<file path="src/rtl/mmr_pkg.sv">
// Shared types and helpers for the mismatch collector.
//   N_CH, CNT_W, CH_W : default geometry used by the event record type
//   mmr_evt_t         : {channel, count} event record
//   sat_inc()         : saturating increment of a counter of a given width (width <= 32)
package mmr_pkg;

  localparam int unsigned N_CH  = 8;
  localparam int unsigned CNT_W = 16;
  localparam int unsigned CH_W  = $clog2(N_CH);

  typedef struct packed {
    logic [CH_W-1:0]  ch;
    logic [CNT_W-1:0] count;
  } mmr_evt_t;

  function automatic logic [31:0] sat_inc(input logic [31:0] cnt, input int unsigned width);
    logic [31:0] max_val;
    max_val = (width >= 32) ? 32'hFFFF_FFFF : ((32'd1 << width) - 32'd1);
    return (cnt >= max_val) ? max_val : cnt + 32'd1;
  endfunction

endpackage

</file>
<file path="src/rtl/mmr_rr_arbiter.sv">
// Combinational round-robin arbiter.
//   req          : request vector
//   ptr          : index where the search starts (wraps N_CH-1 -> 0)
//   grant_onehot : one-hot grant, zero when no request
//   grant_idx    : binary index of the grant, zero when no request
module mmr_rr_arbiter #(
  parameter int unsigned N_CH = 8,
  localparam int unsigned CH_W = $clog2(N_CH)
) (
  input  logic [N_CH-1:0] req,
  input  logic [CH_W-1:0] ptr,
  output logic [N_CH-1:0] grant_onehot,
  output logic [CH_W-1:0] grant_idx
);
  import mmr_pkg::*;

  logic        found;
  int unsigned idx;

  always_comb begin
    found        = 1'b0;
    idx          = 0;
    grant_onehot = '0;
    grant_idx    = '0;
    for (int unsigned i = 0; i < N_CH; i++) begin
      idx = (32'(ptr) + i) % N_CH;
      if (!found && req[idx]) begin
        found             = 1'b1;
        grant_onehot[idx] = 1'b1;
        grant_idx         = CH_W'(idx);
      end
    end
  end

endmodule

</file>
<file path="src/rtl/mmr_mismatch_collector.sv">
// Collects mismatch flags from N_CH redundant registers.
//   clk_i, rst_n_i : clock, async active-low reset
//   mismatch_i     : per-channel mismatch flags (rising edge = one event)
//   clear_i        : sync clear of counters, pending, overflow, output record, rr pointer
//   evt_*          : valid/ready record {channel, post-increment count}
//   pending_o      : channels with events not yet loaded into the record register
//   overflow_o     : sticky, some counter reached all-ones
//   any_error_o    : OR of registered mismatch flags
// CNT_W must not exceed 32 (sat_inc width).
module mmr_mismatch_collector #(
  parameter int unsigned N_CH  = 8,
  parameter int unsigned CNT_W = 16,
  localparam int unsigned CH_W = $clog2(N_CH)
) (
  input  logic             clk_i,
  input  logic             rst_n_i,
  input  logic [N_CH-1:0]  mismatch_i,
  input  logic             clear_i,
  output logic             evt_valid_o,
  input  logic             evt_ready_i,
  output logic [CH_W-1:0]  evt_ch_o,
  output logic [CNT_W-1:0] evt_count_o,
  output logic [N_CH-1:0]  pending_o,
  output logic             overflow_o,
  output logic             any_error_o
);
  import mmr_pkg::*;

  logic [N_CH-1:0]  mismatch_q, edge_det, pending_q, pending_d, pending_eff, grant_onehot;
  logic [CH_W-1:0]  grant_idx, ptr_q, ptr_d, ch_q, ch_d;
  logic [CNT_W-1:0] cnt_q [N_CH];
  logic [CNT_W-1:0] cnt_d [N_CH];
  logic [CNT_W-1:0] count_q, count_d;
  logic             valid_q, valid_d, overflow_q, overflow_d, load, sat_any;

  mmr_rr_arbiter #(
    .N_CH(N_CH)
  ) u_arb (
    .req         (pending_eff),
    .ptr         (ptr_q),
    .grant_onehot(grant_onehot),
    .grant_idx   (grant_idx)
  );

  always_comb begin
    edge_det    = mismatch_i & ~mismatch_q;
    pending_eff = pending_q | edge_det;
    load        = (|pending_eff) && (!valid_q || evt_ready_i);
    sat_any     = 1'b0;
    for (int unsigned c = 0; c < N_CH; c++) begin
      cnt_d[c] = edge_det[c] ? CNT_W'(sat_inc(32'(cnt_q[c]), CNT_W)) : cnt_q[c];
      if (&cnt_d[c]) sat_any = 1'b1;
    end
    pending_d  = pending_eff;
    ptr_d      = ptr_q;
    ch_d       = ch_q;
    count_d    = count_q;
    valid_d    = valid_q;
    overflow_d = overflow_q | sat_any;
    if (load) begin
      // Snapshot already includes a same-cycle edge, so the grant clears pending outright.
      pending_d = pending_eff & ~grant_onehot;
      ch_d      = grant_idx;
      count_d   = cnt_d[grant_idx];
      valid_d   = 1'b1;
      ptr_d     = (grant_idx == CH_W'(N_CH - 1)) ? '0 : grant_idx + 1'b1;
    end else if (evt_ready_i) begin
      valid_d = 1'b0;
    end
    if (clear_i) begin
      for (int unsigned c = 0; c < N_CH; c++) cnt_d[c] = '0;
      pending_d  = '0;
      ptr_d      = '0;
      ch_d       = '0;
      count_d    = '0;
      valid_d    = 1'b0;
      overflow_d = 1'b0;
    end
  end

  always_ff @(posedge clk_i or negedge rst_n_i) begin
    if (!rst_n_i) begin
      for (int unsigned c = 0; c < N_CH; c++) cnt_q[c] <= '0;
      mismatch_q <= '0;
      pending_q  <= '0;
      ptr_q      <= '0;
      ch_q       <= '0;
      count_q    <= '0;
      valid_q    <= 1'b0;
      overflow_q <= 1'b0;
    end else begin
      for (int unsigned c = 0; c < N_CH; c++) cnt_q[c] <= cnt_d[c];
      // Keeps tracking through clear so a flag already high yields no event afterwards.
      mismatch_q <= mismatch_i;
      pending_q  <= pending_d;
      ptr_q      <= ptr_d;
      ch_q       <= ch_d;
      count_q    <= count_d;
      valid_q    <= valid_d;
      overflow_q <= overflow_d;
    end
  end

  assign evt_valid_o = valid_q;
  assign evt_ch_o    = ch_q;
  assign evt_count_o = count_q;
  assign pending_o   = pending_q;
  assign overflow_o  = overflow_q;
  assign any_error_o = |mismatch_q;

endmodule
</file>
<file path="config.mk">
export PLATFORM = sky130hd
export DESIGN_NAME = mmr_mismatch_collector
export DESIGN_NICKNAME = d
export VERILOG_FILES = /design/src/rtl/mmr_pkg.sv /design/src/rtl/mmr_rr_arbiter.sv /design/src/rtl/mmr_mismatch_collector.sv
export SDC_FILE = /design/constraint.sdc
export NUM_CORES = 1
export LEC_CHECK = 0
export ABC_AREA = 1
export BUFFER_PORTS_ARGS = -buffer_cell sky130_fd_sc_hd__buf_2
export CAP_MARGIN = 20
export CORE_UTILIZATION = 50
export CTS_CLUSTER_DIAMETER = 60
export CTS_CLUSTER_SIZE = 16
export DETAILED_ROUTE_END_ITERATION = 12
export HOLD_SLACK_MARGIN = 0.02
export PLACE_DENSITY_LB_ADDON = 0.15
export SLEW_MARGIN = 20
export SYNTH_ARGS = -nofsm -noshare
export SYNTH_HDL_FRONTEND = slang
export SYNTH_SLANG_ARGS = --single-unit
</file>
<file path="constraint.sdc">
create_clock -name clk_i -period 4.45 [get_ports clk_i]
set_input_delay 0.2225 -clock clk_i [delete_from_list [all_inputs] [get_ports clk_i]]
set_output_delay 0.2225 -clock clk_i [all_outputs]
set_load 0.1 [all_outputs]
</file>
# == Yosys cells after proc, flatten, opt, wreduce, memory -nomap -nowiden ==
# Index checks and enable logic that the tools add are counted.
# op_classes
add_sub_neg,16
magnitude_cmp,25
eq_ne,1
mux,96
n_bitwise,14
reduce_logical,37
# op_table
cell,n
2-to-1 mux 16 bit,20
adder 16 x 1 -> 16 bit (second input constant),8
>= comparator 16 bit (second input constant),8
2-to-1 mux 128 bit,1
AND reduction 16 bit,8
2-to-1 mux 8 bit,10
bitwise OR 8 bit,8
binary-select mux 16 bit (select 3 bit),1
2-to-1 mux 3 bit,13
2-to-1 mux 1 bit,35
< comparator 3 x 4 -> 1 bit (second input constant),8
binary-select mux 1 bit (select 3 bit),8
demux 1 bit (select 3 bit),8
>= comparator 3 x 1 -> 1 bit (second input constant),8
bitwise AND 8 bit,2
logical AND 1 bit,16
NOT 8 bit,2
OR reduction 8 bit,2
adder 3 bit (second input constant),4
logical NOT 1 bit,8
adder 3 x 1 -> 3 bit (second input constant),2
adder 3 x 2 -> 3 bit (second input constant),2
>= comparator 4 bit (second input constant),1
NOT 3 -> 4 bit,1
5 further kinds,5
# word_totals
register_bits,168
out_inout_bits,30

# == Depth between registers and ports, before layout ==
# Gate-level depths: netlist of run 1.
# logic_depth
word_depth,33
depth_mapped,25

# == Hierarchy ==
# From an unflattened synthesis of run 1, not the netlist that was laid out.
# hier_totals
cells_unflattened,2089
hier_area_um2,13361.6
# by_module_without_submodules
module,n_inst,cells_each,area_each_um2
mmr_mismatch_collector,1,1788,11808.8
mmr_rr_arbiter,1,301,1552.7

# == Least setup slack after synthesis of run 1 ==
# OpenSTA, ideal clock, no wires.
# synth_path
path_type,register to register
from,reg ptr_q[0]
to,reg ptr_q[0]
setup_time_ns,0.101
arrival_ns,3.210
slack_ns,1.139
stages_incl_launch_ff,18
synth_period_minus_slack_ns,3.311
cell_sequence,dfrtp_1 inv_2 buf_6 clkbuf_1 ha_1 clkbuf_1 inv_1 nand3_1 nand2_1 o21ai_4 nand3b_4 inv_2 nand2_1 nand4_1 buf_2 ha_1 ha_1 o32ai_1
# synth_between
elab_chain_cells,28
word_cells_on_any_way,57
# synth_lines
item,line,text
from (decl),mmr_mismatch_collector.sv:30,"logic [CH_W-1:0] grant_idx, ptr_q, ptr_d, ch_q, ch_d;"
from (signal assigned),mmr_mismatch_collector.sv:96,ptr_q <= ptr_d;
branches (longest 23 deep; another with adder 3 x 1 -> 3 bit),-,
2-to-1 mux 3 bit (*),mmr_rr_arbiter.sv:27,if (!found && req[idx]) begin
adder 3 x 1 -> 3 bit / == test 3 bit (equally long branches),mmr_mismatch_collector.sv:66,ptr_d = (grant_idx == CH_W'(N_CH - 1)) ? '0 : grant_idx + 1'b1;
2-to-1 mux 3 bit (*),mmr_mismatch_collector.sv:66,
2-to-1 mux 3 bit (*),mmr_mismatch_collector.sv:60,if (load) begin
2-to-1 mux 3 bit (*),mmr_mismatch_collector.sv:70,if (clear_i) begin
# Every way passes the cells marked *. The select of a mux whose other input is x is not followed.
# A chain may end at the register's enable or synchronous reset.

# == Worst setup path after layout of run 1 ==
# layout_path
from,reg ptr_q[1]
to,reg count_q[3] (netlist: evt_count_o[3])
# layout_between
elab_chain_cells,30
word_cells_on_any_way,58
# layout_lines
item,line,text
branches (longest 23 deep; another with adder 3 x 1 -> 3 bit),-,
2-to-1 mux 3 bit (*),mmr_rr_arbiter.sv:27,
NOT 3 -> 4 bit (implied by the code) (*),mmr_mismatch_collector.sv:64,count_d = cnt_d[grant_idx];
binary-select mux 16 bit (select 3 bit) (*),mmr_mismatch_collector.sv:64,
2-to-1 mux 16 bit (implied by the code) (*) (2 in series),mmr_mismatch_collector.sv:64,
2-to-1 mux 16 bit (*),mmr_mismatch_collector.sv:60,
2-to-1 mux 16 bit (*),mmr_mismatch_collector.sv:70,
to (signal assigned),mmr_mismatch_collector.sv:98,count_q <= count_d;
to (decl),mmr_mismatch_collector.sv:33,"logic [CNT_W-1:0] count_q, count_d;"
# Marks and branches as above.

==> impl_metrics.py, run 1 <==
metrics = {
    "status": {
        "outcome": "finished clean",
    },
    "critical_path": {
        "cpMostUsedCell": "nand3_1",
        "critPathMaxStageDelay_ns": 0.55,
        "worstPathMaxFanout": 35,
        "path_class": "flip-flop to flip-flop",
        "required_ns": 4.77,
        "r2r_slack_ns": 0.57,
        "worstPathArrival_ns": 4.20,
        "crit_slowest_cell": "dfrtp_1",
        "start_kind": "flip-flop",
        "cp_cell_sequence": "inv_2, ha_1, inv_1, nand3_1, nand3_1, nand2_2, nand2_1, nor2_2, nand3_2, inv_2, nor2_1, nand2_1, nand2_2, nand2_2, buf_4, nand2_1, nand3_1, nand3_1, nand3_1, nand2_1",
        "end_kind": "flip-flop",
    },
    "pwr": {
        "leakage_nw": 6.71,
        "power.switching_w": 0.00454,
        "vdd_drop_max_uv": 679,
        "p_int_w": 0.00377,
        "p_total_w": 0.00831,
        "power_density_nw_per_um2": 631,
        "swShare_pct": 54.6,
        "p_clk_share_pct": 17.8,
        "power_frac_comb_pct": 61.5,
        "seqPwrFrac_pct": 20.7,
    },
    "clocking": {
        "post-cts-setup-buffers": 0,
        "clkTransAtPathRegs_ns": 0.07,
        "cts_buffers": 17,
        "htree_levels": 4,
        "clk_latency_ns": 0.44,
        "cts_tree": "yes",
        "root_buffer": "clkbuf_16",
        "cts.path.max_buffers": 2,
        "cts.sinks": 168,
    },
    "routing": {
        "first_iter_violations": 1300,
        "drt_wl_total_um": 37500,
        "vias_per_cell": 5.64,
        "dr.pass1.iters": 6,
        "antenna_left": 0,
        "routedWlPerCell_um": 17.1,
        "via_count": 12400,
        "drcViolationCount": 0,
    },
    "yosys": {
        "seq_area_frac_synth_pct": 34.7,
        "synth_edf_count": 0,
        "syn_avg_cell_area_um2": 6.60,
        "synth_fp_nets": 1864,
        "syn_area_um2": 12100,
        "synth_ff_type": "dfrtp_1",
        "ys_types": 45,
        "synth_warnings": 0,
        "netlist_instances": 1836,
        "async_flop_share_pct": 100,
        "ys_ff_latch": 168,
    },
    "place": {
        "place_congestion": 0.945,
        "hpwl_um": 28100,
        "dp.cells": 2153,
        "io_buffers": 41,
        "preCtsSetupSlack_ns": 0.668,
    },
    "sta": {
        "finalWorstSetupSlack_ns": 0.571,
        "fmax_ghz": 0.258,
        "rsz0062_at_grt": "false",
        "tightest_slew_ns": 0.789,
        "finalHoldViolCount": 0,
        "relSlewSlack_pct": 47.3,
        "setup_viol": 0,
        "skew_ns": 0.00897,
        "finalCriticalPeriod_ns": 3.88,
        "period_share_pct": 87.2,
        "slew_viol_final": 0,
        "fin_setup_tns_ns": 0,
    },
    "final_layout": {
        "fin_nets": 1890,
        "n_antenna_cell": 0,
        "area_delta_synth_final_pct": 8.76,
        "drive_gt1_share_pct": 7.85,
        "layout_common_cells": "nand2_1 (398), nand3_1 (320), nor2_1 (272), inv_1 (237), dfrtp_1 (168)",
        "n_fill_cell": 2380,
        "multi_input_area_um2": 6630,
        "stdcell_count": 2192,
        "seqCellArea_um2": 4200,
        "mostFrequentLayoutCell": "nand2_1",
    },
    "grt": {
        "grt_pass1_vias": 11300,
        "grtUsageMet2_pct": 47.7,
        "antenna_found_initial": 0,
        "overflow": 0,
        "grt_busiest_layer": "met2",
        "grt_max_degree": 91,
        "grt_pass1_wl_um": 59900,
        "grt_util_met1_pct": 42.9,
        "grt.total_usage_pct": 31.3,
        "grtUsageMet3_pct": 6.19,
    },
    "floorplanning": {
        "fp.coreArea_um2": 23600,
        "rows": 56,
        "die_y_um": 158,
        "initial_utilization_pct": 51.3,
        "die_w_um": 158,
        "boundaryPins": 42,
        "die-area_um2": 24900,
    },
    "flow_run": {
        "maxCapViolCount": 0,
    },
    "hold_path": {
        "min_path_type": "input port to flip-flop",
    },
}
==> routing by layer <==
| metal | wire, µm | share of wire [%] |
|---|---|---|
| met1 | 17000 | 45 |
| met2 | 16300 | 43 |
| met3 | 2620 | 7.0 |
| met4 | 1550 | 4.1 |
| met5 | 0 | 0 |
==> kinds of logic after synthesis <==
logic type	Yosys count	share of synthesized area [%]
compound gates	133	6.59
xor+xnor	50	3.61
fa+ha+maj	16	1.65
buf+inv	310	10.6
flops	168	34.7
simple gates	1159	42.8
==> metrics by stage <==
step / hold WS (ns) / instance area, µm² / utilization, %
floorplan: -0.0731 / 12100 / -
global placement: 0.317 / 12500 / 53.0
detailed placement: 0.317 / 12500 / 53.0
global route: 0.0611 / 13200 / 55.8
CTS: 0.0372 / 13200 / 55.8
finish: 0.0500 / 13200 / 55.8
==> path summary, 6_finish.rpt <==
kind                            cells after the start                    endpoint                     from
worst min-delay path                                4     evt_valid_o$_DFFE_PN0P_              evt_ready_i
min in group asynchronous                           2         cnt_q[59]$_DFF_PN0_                  rst_n_i
max in group asynchronous                           3     mismatch_q[0]$_DFF_PN0_                  rst_n_i
worst min register to register                      1     evt_ch_o[0]$_DFFE_PN0P_  evt_ch_o[0]$_DFFE_PN0P_
worst max register to register                     20  evt_count_o[3]$_DFFE_PN0P_     ptr_q[1]$_DFFE_PN0P_
worst max-delay path                               20  evt_count_o[3]$_DFFE_PN0P_     ptr_q[1]$_DFFE_PN0P_
==> cells in the mapped netlist, drive strengths merged, types with 5 or more instances <==
master	number	area, µm²
nor4	18	113
o21a	7	52.6
o221ai	12	105
xor2	40	350
nor2	280	1080
xnor2	10	87.6
buf	40	273
nor3	64	320
or2	17	106
o21ai	55	290
clkbuf	20	75.1
ha	16	200
dfrtp	168	4200
inv	246	923
nand4	27	190
nand3b	13	110
nand2	409	1560
o22ai	5	31.3
nand3	327	1680
a21oi	35	175
o211ai	7	52.6
==> area by class of cell <==
class	instances	share of cell area [%]
clock buffer	17	3.23
tap	319	3.03
inverter	250	7.12
timing repair buffer	67	3.37
sequential	168	31.9
clock inverter	13	1.04
multi-input combinational	1358	50.3
==> flip-flops by register name, indices dropped and copies added (netlist names) <==
name,cells
evt_valid_o,1
evt_count_o,16
ptr_q,3
mismatch_q,8
pending_o,8
evt_ch_o,3
overflow_o,1
cnt_q,128
==> what timing repair did <==
item                      in CTS  in global routing
gates resized for setup        0                  0
hold endpoints to repair      86                  0
hold buffers                   9                  0
==> worst max-delay path: cells and delay by family, from the launching register on <==
kind / cells / cell delay [ns]
adders and majority gates: 1 / 0.32
DFF: 1 / 0.55
and+or+nand+nor: 15 / 1.92
buffers and inverters: 4 / 0.96
==> power by group through the flow <==
stage / Combinational, W / Clock (W) / Sequential, W
finish: 0.00512 / 0.00148 / 0.00172
global placement: 0.00500 / 0 / 0.00174
floorplan: 0.00353 / 0 / 0.00212
CTS: 0.00501 / 0.00150 / 0.00172
detailed placement: 0.00499 / 0 / 0.00174
global route: 0.00557 / 0.00156 / 0.00172
(Power assumes the default switching activity.)
==> run 2, diff against run 1 <==
--- a/config.mk
+++ b/config.mk
@@ -14,7 +14,9 @@
 export DETAILED_ROUTE_END_ITERATION = 12
 export HOLD_SLACK_MARGIN = 0.02
 export PLACE_DENSITY_LB_ADDON = 0.15
+export REMOVE_ABC_BUFFERS = 1
 export SLEW_MARGIN = 20
 export SYNTH_ARGS = -nofsm -noshare
 export SYNTH_HDL_FRONTEND = slang
+export SYNTH_HIERARCHICAL = 1
 export SYNTH_SLANG_ARGS = --single-unit
==> run 2 against run 1 <==
The run now ends with DRC left. Power decreased by 2.1%. Die area increased by 10%. Register-to-register slack is essentially flat. Cell count increased by 12%. Sequential power hardly changed. Combinational power decreased by 3%. First-iteration DRC count is 3.3% higher. Clock skew grew 0.0051 ns. Count of clock-buffer cells in the layout unchanged. Critical path depth is 5 lower. Core utilization shrank 0.77 points. Critical path type unchanged. Highest routed layer unchanged.
==> impl_metrics.py, run 2 <==
metrics = {
    "routing": {
        "first_iter_violations": 1343,
        "drcViolationCount": 2,
        "routedWlPerCell_um": 16.6,
        "via_count": 13500,
        "dr.pass1.iters": 10,
        "vias_per_cell": 5.52,
        "antenna_left": 0,
        "drt_wl_total_um": 40700,
    },
    "sta": {
        "finalWorstSetupSlack_ns": 0.565,
        "relSlewSlack_pct": 44.1,
        "rsz0062_at_grt": "false",
        "fmax_ghz": 0.257,
        "finalCriticalPeriod_ns": 3.88,
        "period_share_pct": 87.3,
        "tightest_slew_ns": 0.837,
        "whs_ns": 0.151,
        "setup_viol": 0,
        "skew_ns": 0.0141,
        "slew_viol_final": 0,
        "finalHoldViolCount": 0,
    },
    "floorplanning": {
        "die_w_um": 165,
        "fp.coreArea_um2": 26100,
        "boundaryPins": 42,
        "die-area_um2": 27400,
        "die_y_um": 165,
        "rows": 59,
        "initial_utilization_pct": 51.1,
    },
    "critical_path": {
        "start_kind": "flip-flop",
        "worstPathArrival_ns": 4.24,
        "end_kind": "flip-flop",
        "required_ns": 4.81,
        "path_class": "flip-flop to flip-flop",
        "worstPathMaxFanout": 18,
    },
    "yosys": {
        "synth_ff_type": "dfrtp_1",
        "synthTopCellsByArea": "dfrtp_1 (31%), nand2_1 (17%), nand3_1 (9.4%)",
        "netlist_instances": 2089,
        "synth_warnings": 6,
        "synthTopCellsByCount": "nand2_1 (601), nor2_1 (253), inv_1 (252), nand3_1 (252), dfrtp_1 (168)",
        "ys_types": 54,
        "syn_area_um2": 13400,
        "synth_top_area_share_pct": 31.5,
        "yosysTopAreaCell": "dfrtp_1",
        "ys_ff_latch": 168,
        "synth_most_common_cell": "nand2_1",
        "seq_area_frac_synth_pct": 31.5,
        "synth_edf_count": 0,
        "async_flop_share_pct": 100,
        "syn_avg_cell_area_um2": 6.40,
    },
    "clocking": {
        "cts_hold_buf": 9,
        "cts_tree": "yes",
        "clkTransAtPathRegs_ns": 0.07,
        "cts_buffers": 17,
        "root_buffer": "clkbuf_16",
        "clk_latency_ns": 0.44,
        "cts.path.max_buffers": 2,
        "post-cts-setup-buffers": 0,
        "cts_resized": 0,
        "cts.sinks": 168,
        "htree_levels": 4,
    },
    "place": {
        "preCtsSetupSlack_ns": 0.658,
        "hpwl_um": 30600,
        "dp.cells": 2412,
        "io_buffers": 41,
        "place_congestion": 0.989,
    },
    "final_layout": {
        "fin_nets": 2133,
        "n_antenna_cell": 0,
        "mostFrequentLayoutCell": "nand2_1",
        "largest_reg_flops": 128,
        "regMostFlops": "cnt_q",
        "layout_common_cells": "nand2_1 (600), nor2_1 (253), inv_1 (252), nand3_1 (252), dfrtp_1 (168)",
        "stdcell_count": 2451,
        "area_delta_synth_final_pct": 7.65,
        "drive_gt1_share_pct": 11.2,
        "final_util_pct": 55.0,
    },
    "grt": {
        "grt.total_usage_pct": 30.9,
        "grt_pass1_wl_um": 65400,
        "grt_max_degree": 102,
        "overflow": 0,
        "antenna_found_initial": 0,
        "grt_pass1_vias": 12400,
    },
    "pwr": {
        "vdd_drop_max_uv": 525,
        "power_density_nw_per_um2": 566,
        "leakage_nw": 7.09,
    },
    "flow_run": {
        "maxCapViolCount": 0,
    },
    "status": {
        "violations": "DRC",
        "outcome": "finished, violations left",
    },
    "hold_path": {
        "min_path_type": "input port to flip-flop",
    },
}
## run 2: cell count changes in the layout (fill, tap and decap cells not counted), sizes merged, moves of 6 or more
cell	before	now
nand2	409	636
nand3	327	271
a21oi	35	75
o21ai	55	94
inv	253	291
xor2	40	10
nor3	64	35
nand4	27	41
nor4	18	4
a31oi	4	15
o221ai	12	1
o211ai	7	16
nor2	280	288
or2	17	11
## run 2: cell type report
class / instances / area (µm²)
inverter: 290 / 1090
sequential: 168 / 4200
tap: 335 / 419
fill: 2633 / 11700
clock buffer: 17 / 425
clock inverter: 13 / 123
timing repair buffer: 67 / 469
multi-input combinational: 1561 / 7650
## run 2: worst paths after layout
path / from / end / slack (ns) / depth (start not counted)
max: ptr_q[1]$_DFFE_PN0P_ / evt_count_o[8]$_DFFE_PN0P_ / 0.57 / 15
min: evt_ready_i / evt_valid_o$_DFFE_PN0P_ / 0.15 / 4
max reg2reg: ptr_q[1]$_DFFE_PN0P_ / evt_count_o[8]$_DFFE_PN0P_ / 0.57 / 15
min reg2reg: evt_count_o[4]$_DFFE_PN0P_ / evt_count_o[4]$_DFFE_PN0P_ / 0.53 / 2
max in group asynchronous: rst_n_i / cnt_q[127]$_DFF_PN0_ / 3.11 / 3
min in group asynchronous: rst_n_i / cnt_q[31]$_DFF_PN0_ / 0.33 / 2
## run 2: cell families (layout without fill, tap and decap cells)
group | Yosys count | count (layout) | share of synthesized area, %
and+or+nand+nor | 1301 | 1301 | 44.7
DFF | 168 | 168 | 31.5
xor gates and xnor gates | 20 | 20 | 1.31
adders and majority gates | 16 | 16 | 1.50
buffers and inverters | 360 | 387 | 11.3
muxes | 3 | 3 | 0.225
AOI/OAI and AO/OA | 221 | 221 | 9.49
## run 2: stage by stage
step	area [µm²]	power, W	setup TNS (ns)
6_report	14400	0.00814	0
2_1_floorplan	12900	0.00494	-15.73
3_3_place_gp	13700	0.00662	0
5_1_grt	14400	0.00865	0
4_1_cts	14400	0.00805	0
3_5_place_dp	13700	0.00658	0
## run 2: metal layers
metal / wire length [µm] / track usage [%]
met5: 0 / 0
met1: 18200 / 40.9
met3: 2030 / 3.85
met4: 1280 / 11.9
met2: 19300 / 51.1
## run 2: power by group
group	internal (W)	switching (W)	total (W)
Clock	0.000773	0.000684	0.00146
Sequential	0.00162	0.0000864	0.00171
Combinational	0.00134	0.00364	0.00498
Total	0.00373	0.00441	0.00814
## run 2: critical path: stages, from the launching register on
cell      delay, ns
dfrtp_1        0.39
inv_1          0.25
ha_1           0.31
buf_4          0.19
nand3_1        0.11
nand3_1        0.11
nand2_1        0.41
inv_1          0.17
nand4_4        0.22
nor2_4         0.06
buf_4          0.20
nand3_1        0.08
nand3_1        0.49
nor2_2         0.48
nand3_1        0.19
o211ai_2       0.11
==> run 3, diff against run 2 <==
--- a/config.mk
+++ b/config.mk
@@ -8,7 +8,9 @@
 export ABC_AREA = 1
 export BUFFER_PORTS_ARGS = -buffer_cell sky130_fd_sc_hd__buf_2
 export CAP_MARGIN = 20
-export CORE_UTILIZATION = 50
+export CELL_PAD_IN_SITES_DETAIL_PLACEMENT = 1
+export CELL_PAD_IN_SITES_GLOBAL_PLACEMENT = 2
+export CORE_UTILIZATION = 35
 export CTS_CLUSTER_DIAMETER = 60
 export CTS_CLUSTER_SIZE = 16
 export DETAILED_ROUTE_END_ITERATION = 12
==> run 3 against run 2 <==
The flow now finishes without violations. Clock skew shrank 0.0011 ns. Global-route usage shrank 4.0 points. Via count rose by 1.2%. Die area rose by 42%. Core utilization down 16 points. Sequential power barely moved. Sequential share of layout area shrank 0.64 points. Register-to-register slack about the same. Cell area rose by 2.2%. Hold slack got worse by 0.018 ns. Critical path type unchanged. Largest cell class unchanged. Highest routed layer unchanged.
==> impl_metrics.py, run 3 (synthesized netlist as in run 2, its figures left out) <==
metrics = {
    "sta": {
        "period_share_pct": 87.6,
        "tightest_slew_ns": 0.888,
        "relSlewSlack_pct": 40.8,
        "setup_viol": 0,
        "slew_viol_final": 0,
        "finalHoldViolCount": 0,
        "skew_ns": 0.0130,
        "finalWorstSetupSlack_ns": 0.551,
        "rsz0062_at_grt": "false",
        "finalCriticalPeriod_ns": 3.90,
        "fmax_ghz": 0.256,
    },
    "routing": {
        "drt_wl_total_um": 50500,
        "via_count": 13700,
        "vias_per_cell": 5.19,
        "first_iter_violations": 724,
        "dr.pass1.iters": 5,
        "routedWlPerCell_um": 19.2,
        "drcViolationCount": 0,
        "antenna_left": 0,
    },
    "grt": {
        "grt_max_degree": 85,
        "antenna_found_initial": 0,
        "grt.total_usage_pct": 26.8,
        "grt_pass1_wl_um": 80500,
        "overflow": 0,
        "grt_pass1_vias": 14200,
    },
    "clocking": {
        "root_buffer": "clkbuf_16",
        "clk_latency_ns": 0.47,
        "cts_tree": "yes",
        "cts_buffers": 17,
        "cts_hold_buf": 9,
        "cts_resized": 0,
        "cts.sinks": 168,
        "post-cts-setup-buffers": 0,
        "htree_levels": 4,
        "clkTransAtPathRegs_ns": 0.08,
        "cts.path.max_buffers": 2,
    },
    "pwr": {
        "vdd_drop_max_uv": 621,
        "power_density_nw_per_um2": 567,
        "leakage_nw": 7.14,
    },
    "critical_path": {
        "cp_cell_sequence": "inv_2, ha_1, inv_1, nand3_1, nand2_1, o21ai_4, nor2_8, nand4_4, nor2_4, nand2_1, nand2_1, nand2_1, nand2_2, buf_4, nand3_1, o21ai_0, nand2_1, nand3_1, nand2_1, nand2_1, nand2_1",
        "cpMostUsedCell": "nand2_1",
        "path_class": "flip-flop to flip-flop",
        "crit_slowest_cell": "inv_1",
        "r2r_slack_ns": 0.55,
        "crit_buf_inv": 3,
        "worstPathMaxFanout": 34,
        "worstReg2RegStart": "ptr_q[0]$_DFFE_PN0P_",
        "start_kind": "flip-flop",
        "crit_family": "simple AND/OR/NAND/NOR gates",
        "critPathMaxStageDelay_ns": 0.40,
        "crit_start": "ptr_q[0]$_DFFE_PN0P_",
        "required_ns": 4.81,
        "end_kind": "flip-flop",
        "worstPathArrival_ns": 4.26,
    },
    "floorplanning": {
        "die_y_um": 197,
        "rows": 71,
        "boundaryPins": 42,
        "die-area_um2": 39000,
        "fp.coreArea_um2": 37600,
        "die_w_um": 197,
        "initial_utilization_pct": 35.6,
    },
    "final_layout": {
        "drive_gt1_share_pct": 11.6,
        "final_util_pct": 39.1,
        "area_delta_synth_final_pct": 10.0,
        "layout_common_cells": "nand2_1 (600), nor2_1 (253), inv_1 (252), nand3_1 (252), dfrtp_1 (168)",
        "fin_nets": 2141,
        "n_antenna_cell": 0,
        "mostFrequentLayoutCell": "nand2_1",
        "n_fill_cell": 4989,
        "largest_reg_flops": 128,
        "stdcell_count": 2636,
        "regMostFlops": "cnt_q",
    },
    "place": {
        "place_congestion": 0.898,
        "preCtsSetupSlack_ns": 0.607,
        "io_buffers": 41,
        "dp.cells": 2596,
        "hpwl_um": 38900,
    },
    "hold_path": {
        "hp-start": "evt_ready_i",
        "min_path_type": "input port to flip-flop",
    },
    "flow_run": {
        "maxCapViolCount": 0,
    },
    "status": {
        "outcome": "finished clean",
    },
}
run 3: cell count changes in the layout (fill, tap and decap cells not counted), sizes merged:
cell,previous run,this run
bufinv,1,3
clkinv,8,6
buf,58,66
inv,291,289
clkinvlp,3,6
run 3: metal layers:
| metal | part of all wire (%) | GRT usage, % |
|---|---|---|
| met1 | 48 | 36.5 |
| met2 | 48 | 45.3 |
| met3 | 2.6 | 2.70 |
| met4 | 1.5 | 6.86 |
| met5 | 0 | 0 |
run 3: worst paths after layout:
| check | to | depth (start not counted) |
|---|---|---|
| max in group asynchronous | cnt_q[109]$_DFF_PN0_ | 3 |
| min in group asynchronous | cnt_q[89]$_DFF_PN0_ | 2 |
| worst max register to register | evt_count_o[2]$_DFFE_PN0P_ | 21 |
| worst min-delay path | evt_valid_o$_DFFE_PN0P_ | 4 |
| worst max-delay path | evt_count_o[2]$_DFFE_PN0P_ | 21 |
| worst min register to register | evt_ch_o[2]$_DFFE_PN0P_ | 2 |
run 3: per-stage QoR:
step	TNS (ns)	power (W)	area [µm²]	hold slack (ns)
after global placement	0	0.00661	14000	0.361
after floorplan	-15.73	0.00494	12900	-0.0731
after CTS	0	0.00831	14700	0.120
final	0	0.00834	14700	0.133
after detailed placement	0	0.00666	14000	0.367
after global routing	0	0.00886	14700	0.176
run 3: cell type report:
type	count	area, µm²	share of cell area (%)
multi-input cells	1561	7650	52.0
flip-flops and latches	168	4200	28.6
inverters	290	1090	7.42
well taps	511	639	4.35
repair buffers	75	517	3.51
clock buffers	17	425	2.89
clock inverters	14	175	1.19
run 3: report_power, final:
part           internal [W]  switching [W]  total, W
Sequential          0.00162      0.0000979   0.00172
Clock              0.000884       0.000731   0.00162
Combinational       0.00136        0.00364   0.00500
run 3: worst register-to-register path, stage by stage (launching register included):
cell     delay, ns
dfrtp_1       0.38
inv_2         0.05
ha_1          0.30
inv_1         0.40
nand3_1       0.19
nand2_1       0.18
o21ai_4       0.15
nor2_8        0.21
nand4_4       0.23
nor2_4        0.33
nand2_1       0.09
nand2_1       0.09
nand2_1       0.06
nand2_2       0.11
buf_4         0.32
nand3_1       0.14
o21ai_0       0.14
nand2_1       0.08
nand3_1       0.14
nand2_1       0.08
nand2_1       0.07
nand2_1       0.05
